==> src/rtl/threeway_pkg.sv <==
// Shared types, constants and round functions for the 3-Way block cipher core.
package threeway_pkg;

  localparam int          NROUNDS = 11;
  localparam logic [15:0] START_E = 16'h0b0b;
  localparam logic [15:0] START_D = 16'hb1b1;

  typedef enum logic [1:0] {IDLE, ROUND, FINAL, DONE} state_t;
  typedef logic [95:0] block_t;

  // Linear mixing layer; word order is a0=[31:0], a1=[63:32], a2=[95:64].
  function automatic block_t theta(input block_t a);
    logic [31:0] a0, a1, a2, b0, b1, b2;
    a0 = a[31:0];
    a1 = a[63:32];
    a2 = a[95:64];
    b0 = a0 ^ (a0 >> 16) ^ (a1 << 16) ^ (a1 >> 16) ^ (a2 << 16) ^
         (a1 >> 24) ^ (a2 << 8) ^ (a2 >> 8) ^ (a0 << 24) ^
         (a2 >> 16) ^ (a0 << 16) ^ (a2 >> 24) ^ (a0 << 8);
    b1 = a1 ^ (a1 >> 16) ^ (a2 << 16) ^ (a2 >> 16) ^ (a0 << 16) ^
         (a2 >> 24) ^ (a0 << 8) ^ (a0 >> 8) ^ (a1 << 24) ^
         (a0 >> 16) ^ (a1 << 16) ^ (a0 >> 24) ^ (a1 << 8);
    b2 = a2 ^ (a2 >> 16) ^ (a0 << 16) ^ (a0 >> 16) ^ (a1 << 16) ^
         (a0 >> 24) ^ (a1 << 8) ^ (a1 >> 8) ^ (a2 << 24) ^
         (a1 >> 16) ^ (a2 << 16) ^ (a1 >> 24) ^ (a2 << 8);
    return {b2, b1, b0};
  endfunction

  function automatic block_t pi1(input block_t a);
    return {a[94:64], a[95], a[63:32], a[9:0], a[31:10]};
  endfunction

  function automatic block_t gamma(input block_t a);
    logic [31:0] a0, a1, a2;
    a0 = a[31:0];
    a1 = a[63:32];
    a2 = a[95:64];
    return {a2 ^ (a0 | ~a1), a1 ^ (a2 | ~a0), a0 ^ (a1 | ~a2)};
  endfunction

  // Full 96-bit reversal: a0<-rev(a2), a1<-rev(a1), a2<-rev(a0).
  function automatic block_t mu(input block_t a);
    block_t r;
    for (int i = 0; i < 96; i++) r[i] = a[95-i];
    return r;
  endfunction

  function automatic logic [15:0] rc_next(input logic [15:0] rc);
    logic [16:0] t;
    t = {rc, 1'b0};
    if (t[16]) t = t ^ 17'h11011;
    return t[15:0];
  endfunction

  // Round constant lands in the low half of a2 and the high half of a0.
  function automatic block_t rc_inject(input logic [15:0] rc);
    return {16'h0000, rc, 32'h0000_0000, rc, 16'h0000};
  endfunction

endpackage

==> src/rtl/threeway_pi2.sv <==
// Final permutation of the round: rotate a0 left by 1 and a2 right by 10.
module threeway_pi2
  import threeway_pkg::*;
(
  input  block_t a,
  output block_t y
);

  assign y = {a[73:64], a[95:74], a[63:32], a[30:0], a[31]};

endmodule

==> src/rtl/threeway_rho.sv <==
// Combinational round function rho = pi2(gamma(pi1(theta(t)))).
module threeway_rho
  import threeway_pkg::*;
(
  input  block_t t,
  output block_t y
);

  block_t pre_pi2;

  assign pre_pi2 = gamma(pi1(theta(t)));

  threeway_pi2 u_pi2 (
    .a (pre_pi2),
    .y (y)
  );

endmodule

==> src/rtl/threeway_enc_core.sv <==
// Iterative 3-Way cipher core: one round per clock, 12-cycle fixed latency.
// Define THREEWAY_DECRYPT_EN to add the decrypt input and inverse key schedule.
module threeway_enc_core
  import threeway_pkg::*;
(
  input  logic        clk,
  input  logic        rst_n,
  input  logic        in_valid,
  output logic        in_ready,
  input  logic [95:0] iword,
  input  logic [95:0] key,
`ifdef THREEWAY_DECRYPT_EN
  input  logic        decrypt,
`endif
  output logic        out_valid,
  input  logic        out_ready,
  output logic [95:0] oword
);

  localparam logic [3:0] LAST_RND = 4'(NROUNDS - 1);

  state_t      st;
  block_t      state_q;
  block_t      key_q;
  logic [15:0] rc_q;
  logic [3:0]  cnt_q;

  block_t      rnd_t;
  block_t      rho_y;
  block_t      fin_t;
  block_t      fin_y;
  block_t      acc_state;
  block_t      acc_key;
  logic [15:0] acc_rc;

  assign rnd_t = state_q ^ key_q ^ rc_inject(rc_q);
  assign fin_t = theta(rnd_t);

  threeway_rho u_rho (
    .t (rnd_t),
    .y (rho_y)
  );

`ifdef THREEWAY_DECRYPT_EN
  logic dec_q;

  // Decryption runs the same rounds on mirrored data with the inverse key.
  assign acc_state = decrypt ? mu(iword) : iword;
  assign acc_key   = decrypt ? mu(theta(key)) : key;
  assign acc_rc    = decrypt ? START_D : START_E;
  assign fin_y     = dec_q ? mu(fin_t) : fin_t;

  always_ff @(posedge clk or negedge rst_n) begin
    if (!rst_n)
      dec_q <= 1'b0;
    else if (st == IDLE && in_valid && in_ready)
      dec_q <= decrypt;
  end
`else
  assign acc_state = iword;
  assign acc_key   = key;
  assign acc_rc    = START_E;
  assign fin_y     = fin_t;
`endif

  always_ff @(posedge clk or negedge rst_n) begin
    if (!rst_n) begin
      st        <= IDLE;
      in_ready  <= 1'b1;
      out_valid <= 1'b0;
      oword     <= '0;
      state_q   <= '0;
      key_q     <= '0;
      rc_q      <= '0;
      cnt_q     <= '0;
    end else begin
      case (st)
        IDLE: begin
          if (in_valid && in_ready) begin
            st       <= ROUND;
            in_ready <= 1'b0;
            state_q  <= acc_state;
            key_q    <= acc_key;
            rc_q     <= acc_rc;
            cnt_q    <= '0;
          end
        end
        ROUND: begin
          state_q <= rho_y;
          rc_q    <= rc_next(rc_q);
          cnt_q   <= cnt_q + 4'd1;
          if (cnt_q == LAST_RND) st <= FINAL;
        end
        FINAL: begin
          oword     <= fin_y;
          out_valid <= 1'b1;
          st        <= DONE;
        end
        DONE: begin
          if (out_ready) begin
            out_valid <= 1'b0;
            in_ready  <= 1'b1;
            st        <= IDLE;
          end
        end
        default: st <= IDLE;
      endcase
    end
  end

endmodule

==> config.mk <==
export PLATFORM = sky130hd
export DESIGN_NAME = threeway_enc_core
export DESIGN_NICKNAME = d
export VERILOG_FILES = /design/src/rtl/threeway_pkg.sv /design/src/rtl/threeway_pi2.sv /design/src/rtl/threeway_rho.sv /design/src/rtl/threeway_enc_core.sv
export SDC_FILE = /design/constraint.sdc
export NUM_CORES = 1
export LEC_CHECK = 0
export CAP_MARGIN = 20
export CORE_UTILIZATION = 47
export CTS_BUF_LIST = sky130_fd_sc_hd__clkbuf_8
export DETAILED_ROUTE_END_ITERATION = 10
export GPL_ROUTABILITY_DRIVEN = 0
export PLACE_DENSITY = 0.71
export SYNTH_ARGS = -nofsm -noshare
export SYNTH_HDL_FRONTEND = slang
export SYNTH_SLANG_ARGS = --single-unit
export TNS_END_PERCENT = 100
==> constraint.sdc <==
create_clock -name clk -period 2.7 [get_ports clk]
set_input_delay 0.405 -clock clk [delete_from_list [all_inputs] [get_ports clk]]
set_output_delay 0.405 -clock clk [all_outputs]
set_load 0.05 [all_outputs]
==> flow_metrics.py <==
metrics = {
    "drt": {
        "initial_drc_count": 1331,
        "routed_wirelength_um": 63630,
        "vias": 14814,
        "final_antenna_net_count": 0,
        "avgRoutedWirePerCell_um": 23.35,
        "drt_drc_violations_left": 0,
        "post_drt_via_cell_ratio": 5.436,
        "drt-pass1-iter-count": 8,
    },
    "die": {
        "floorplan.io_pins": 294,
        "floorplan.core_area_um2": 39730,
        "die-area_um2": 41050,
        "num_rows": 73,
        "initial_core_util_pct": 47.61,
        "dieWidth_um": 202.6,
        "die_y_extent_um": 202.6,
    },
    "logic_synthesis": {
        "count_of_flip_flops_with_a_built_in_enable_after_synthesis": 0,
        "synthesis.area_per_instance_um2": 11.16,
        "netlist.top_cell.by_area": "sky130_fd_sc_hd__dfrtp_1",
        "ys_seq_area_share_pct": 41.28,
        "ys_warn_count": 0,
        "synth_ff_type": "sky130_fd_sc_hd__dfrtp_1",
        "ys_seq_elements": 312,
        "synth_most_common_cell": "sky130_fd_sc_hd__xnor2_1",
        "post_synth_instance_area_um2": 18910,
        "synthTopCellsByArea": "sky130_fd_sc_hd__dfrtp_1 41%, sky130_fd_sc_hd__xnor2_1 16%, sky130_fd_sc_hd__mux2_2 7.9%",
        "synth.distinct_cells": 41,
        "netlist_instances": 1695,
        "share_of_flip_flops_with_an_asynchronous_set_or_reset_after_synthesis_pct": 100.0,
        "post_synth_most_frequent_cells": "344 x sky130_fd_sc_hd__xnor2_1, 311 x sky130_fd_sc_hd__dfrtp_1, 151 x sky130_fd_sc_hd__a21oi_1, 142 x sky130_fd_sc_hd__nor2_1, 132 x sky130_fd_sc_hd__mux2_2",
        "synth_largest_type_area_fraction_pct": 41.15,
        "synth_nets": 1897,
    },
    "critical_path": {
        "cp-start-kind": "flip-flop",
        "critical_path.most_common_cell": "sky130_fd_sc_hd__xnor2_1",
        "cp_max_fo": 4,
        "regToRegStartpoint": "key_q[71]",
        "worstSetupStartpoint": "key_q[71]",
        "cp.buffers_inverters": 0,
        "timing_worst_setup_path_type": "flip-flop to flip-flop",
        "crit_path_end_kind": "flip-flop",
        "crit_family": "XOR/XNOR gates",
        "largest_incremental_delay_on_the_critical_path_ps": 620,
        "crit_path_top_delay_cell": "sky130_fd_sc_hd__xnor2_1",
        "crit_required_ps": 3260,
        "cp_data_arrival_time_ps": 3190,
        "cp_cell_sequence": "xnor2_1 > xnor3_1 > xnor2_1 > xnor2_1 > nand2_1 > xnor2_1 > o22ai_1",
    },
    "clocking": {
        "tritoncts.num_buffers": 55,
        "ctsLongestPathBuffers": 3,
        "post_cts_buffers": 0,
        "tritoncts": "yes",
        "clkTransAtPathRegs_ps": 70,
        "cts_root_buf": "sky130_fd_sc_hd__clkbuf_8",
        "clkSinkCount": 312,
        "ctsHtreeMaxLevel": 2,
        "clock_latency_ps": 640,
    },
    "finish": {
        "syn_to_final_growth_pct": 32.44,
        "final_nets": 2358,
        "post-route-util_pct": 63.05,
        "layout.filler_cells": 3236,
        "layout-drive-gt1-share_pct": 20.69,
    },
    "sta": {
        "final-max-slew-violation-count": 0,
        "fin_crit_ps": 2626,
        "timing.final.hold_violations": 0,
        "finalSetupViolCount": 0,
        "achievable-frequency_mhz": 380.9,
        "whs_ps": 323.3,
        "timing_worst_slew_pin_value_ps": 763.1,
        "worst_slew_margin_rel_pct": 48.76,
        "clk_skew_ps": 14.78,
        "fin_crit_sh_pct": 97.25,
        "rsz_0062_raised_after_global_routing": "no",
        "setup-tns-final_ps": 0,
    },
    "pwr": {
        "total_power_uw": 11550,
        "worst_ir_drop_vdd_uv": 317.0,
        "static-leakage-power_uw": 0.01103,
        "power.density_nw_per_um2": 461.1,
    },
    "place": {
        "placement.io_buffers": 293,
        "dp.final_hpwl_um": 48030,
    },
    "status": {
        "outcome": "finished clean",
    },
    "global_route": {
        "global_route.usage.total_pct": 31.26,
        "first_global_vias": 15078,
        "grt_overflow_total": 0,
        "number_of_antenna_violations_at_the_first_check_in_global_routing": 1,
        "grt_start_max_net_pins": 111,
        "grt_first_pass_wirelength_um": 94660,
    },
    "worst_hold_path": {
        "class_of_the_most_critical_hold_timing_path": "input pin to async pin",
    },
    "flow_run": {
        "timing.max_cap.violations": 0,
    },
}
[logic make-up (layout without fill, tap and decap cells)]
| family | Yosys count | count (layout) | synth area share (%) |
|---|---|---|---|
| compound gates | 300 | 300 | 8.335 |
| xor+xnor | 559 | 559 | 32.91 |
| fa+ha+maj | 6 | 6 | 0.3969 |
| buf+inv | 97 | 601 | 2.137 |
| flops | 312 | 312 | 41.28 |
| mux | 137 | 137 | 8.123 |
| other cells | 0 | 1 | 0 |
| simple gates | 284 | 284 | 6.814 |
[report_power, final]
group | internal, µW | leakage, µW | switching (µW)
Combinational | 1040 | 0.00645 | 1060
Sequential | 4700 | 0.00390 | 21.7
Clock | 2640 | 0.000676 | 2100
[worst paths after layout]
| check | to | slack [ps] | cells past startpoint |
|---|---|---|---|
| worst max-delay path | state_q[9] | 70 | 7 |
| worst min-delay path | key_q[26] | 320 | 2 |
| worst max register to register | state_q[9] | 70 | 7 |
| worst min register to register | key_q[16] | 510 | 1 |
| max in group asynchronous | oword[32] | 1530 | 3 |
| min in group clk | key_q[26] | 380 | 2 |
[cell type report]
class,count,area [µm²],share of cell area (%)
inverters,17,63.81,0.2547
well taps,525,656.9,2.622
repair buffers,484,4537,18.11
multi-input cells,1286,10800,43.12
clock inverters,29,201.4,0.8042
flip-flops and latches,312,7809,31.17
diodes,1,2.502,0.009990
clock buffers,71,977.2,3.901
[cells in the final DEF, fill, tap and decap left out, drive strengths merged]
cell,netlist,final
dlygate4sd3,0,1
o22ai,31,31
nand2,49,49
clkbuf,73,71
clkdlybuf4s50,1,292
xnor3,71,71
o21ai,104,104
o2bb2ai,1,1
diode,0,1
xnor2,364,364
a222oi,1,1
nor2b,7,7
bufinv,0,3
o31ai,3,3
nand3b,1,1
nand2b,9,9
nor2,143,143
xor2,116,116
dfrtp,311,311
or3,63,63
ha,6,6
nand3,9,9
a21oi,151,151
xor3,8,8
and3,2,2
inv,17,32
o21a,1,1
clkinv,0,11
a221o,2,2
buf,6,191
nand4,1,1
mux2i,5,5
dfstp,1,1
a31oi,6,6
mux2,132,132
[per-stage QoR]
stage	instance area (µm²)	setup slack, ps	std cells
final	25050	74.37	2725
after global routing	25050	8.888	2725
after CTS	24990	19.22	2723
after detailed placement	23790	14.41	2622
after global placement	23790	0.7729	2622
after floorplan	18910	337.7	1695
[what timing repair did]
item / CTS / global route
hold buffers: 1 / 0
endpoints found under the setup margin: 2 / 11
resized for setup: 1 / 7
endpoints found under the hold margin: 57 / 0
[per-layer routing]
layer / wire [µm] / up-vias / global-route usage (%)
met1: 27180 / 7287 / 43.84
met2: 27620 / 723 / 45.74
met5: 0 / - / 0
met3: 5752 / 149 / 7.592
li1: - / 6655 / -
met4: 3076 / 0 / 14.18
[registers in the layout (all words and copies together), names as in the netlist]
| name | cells |
|---|---|
| key_q | 96 |
| oword | 96 |
| state_q | 96 |
| rc_q | 16 |
| cnt_q | 4 |
| st | 2 |
| in_ready | 1 |
| out_valid | 1 |
Power figures use the tool's default switching activity.
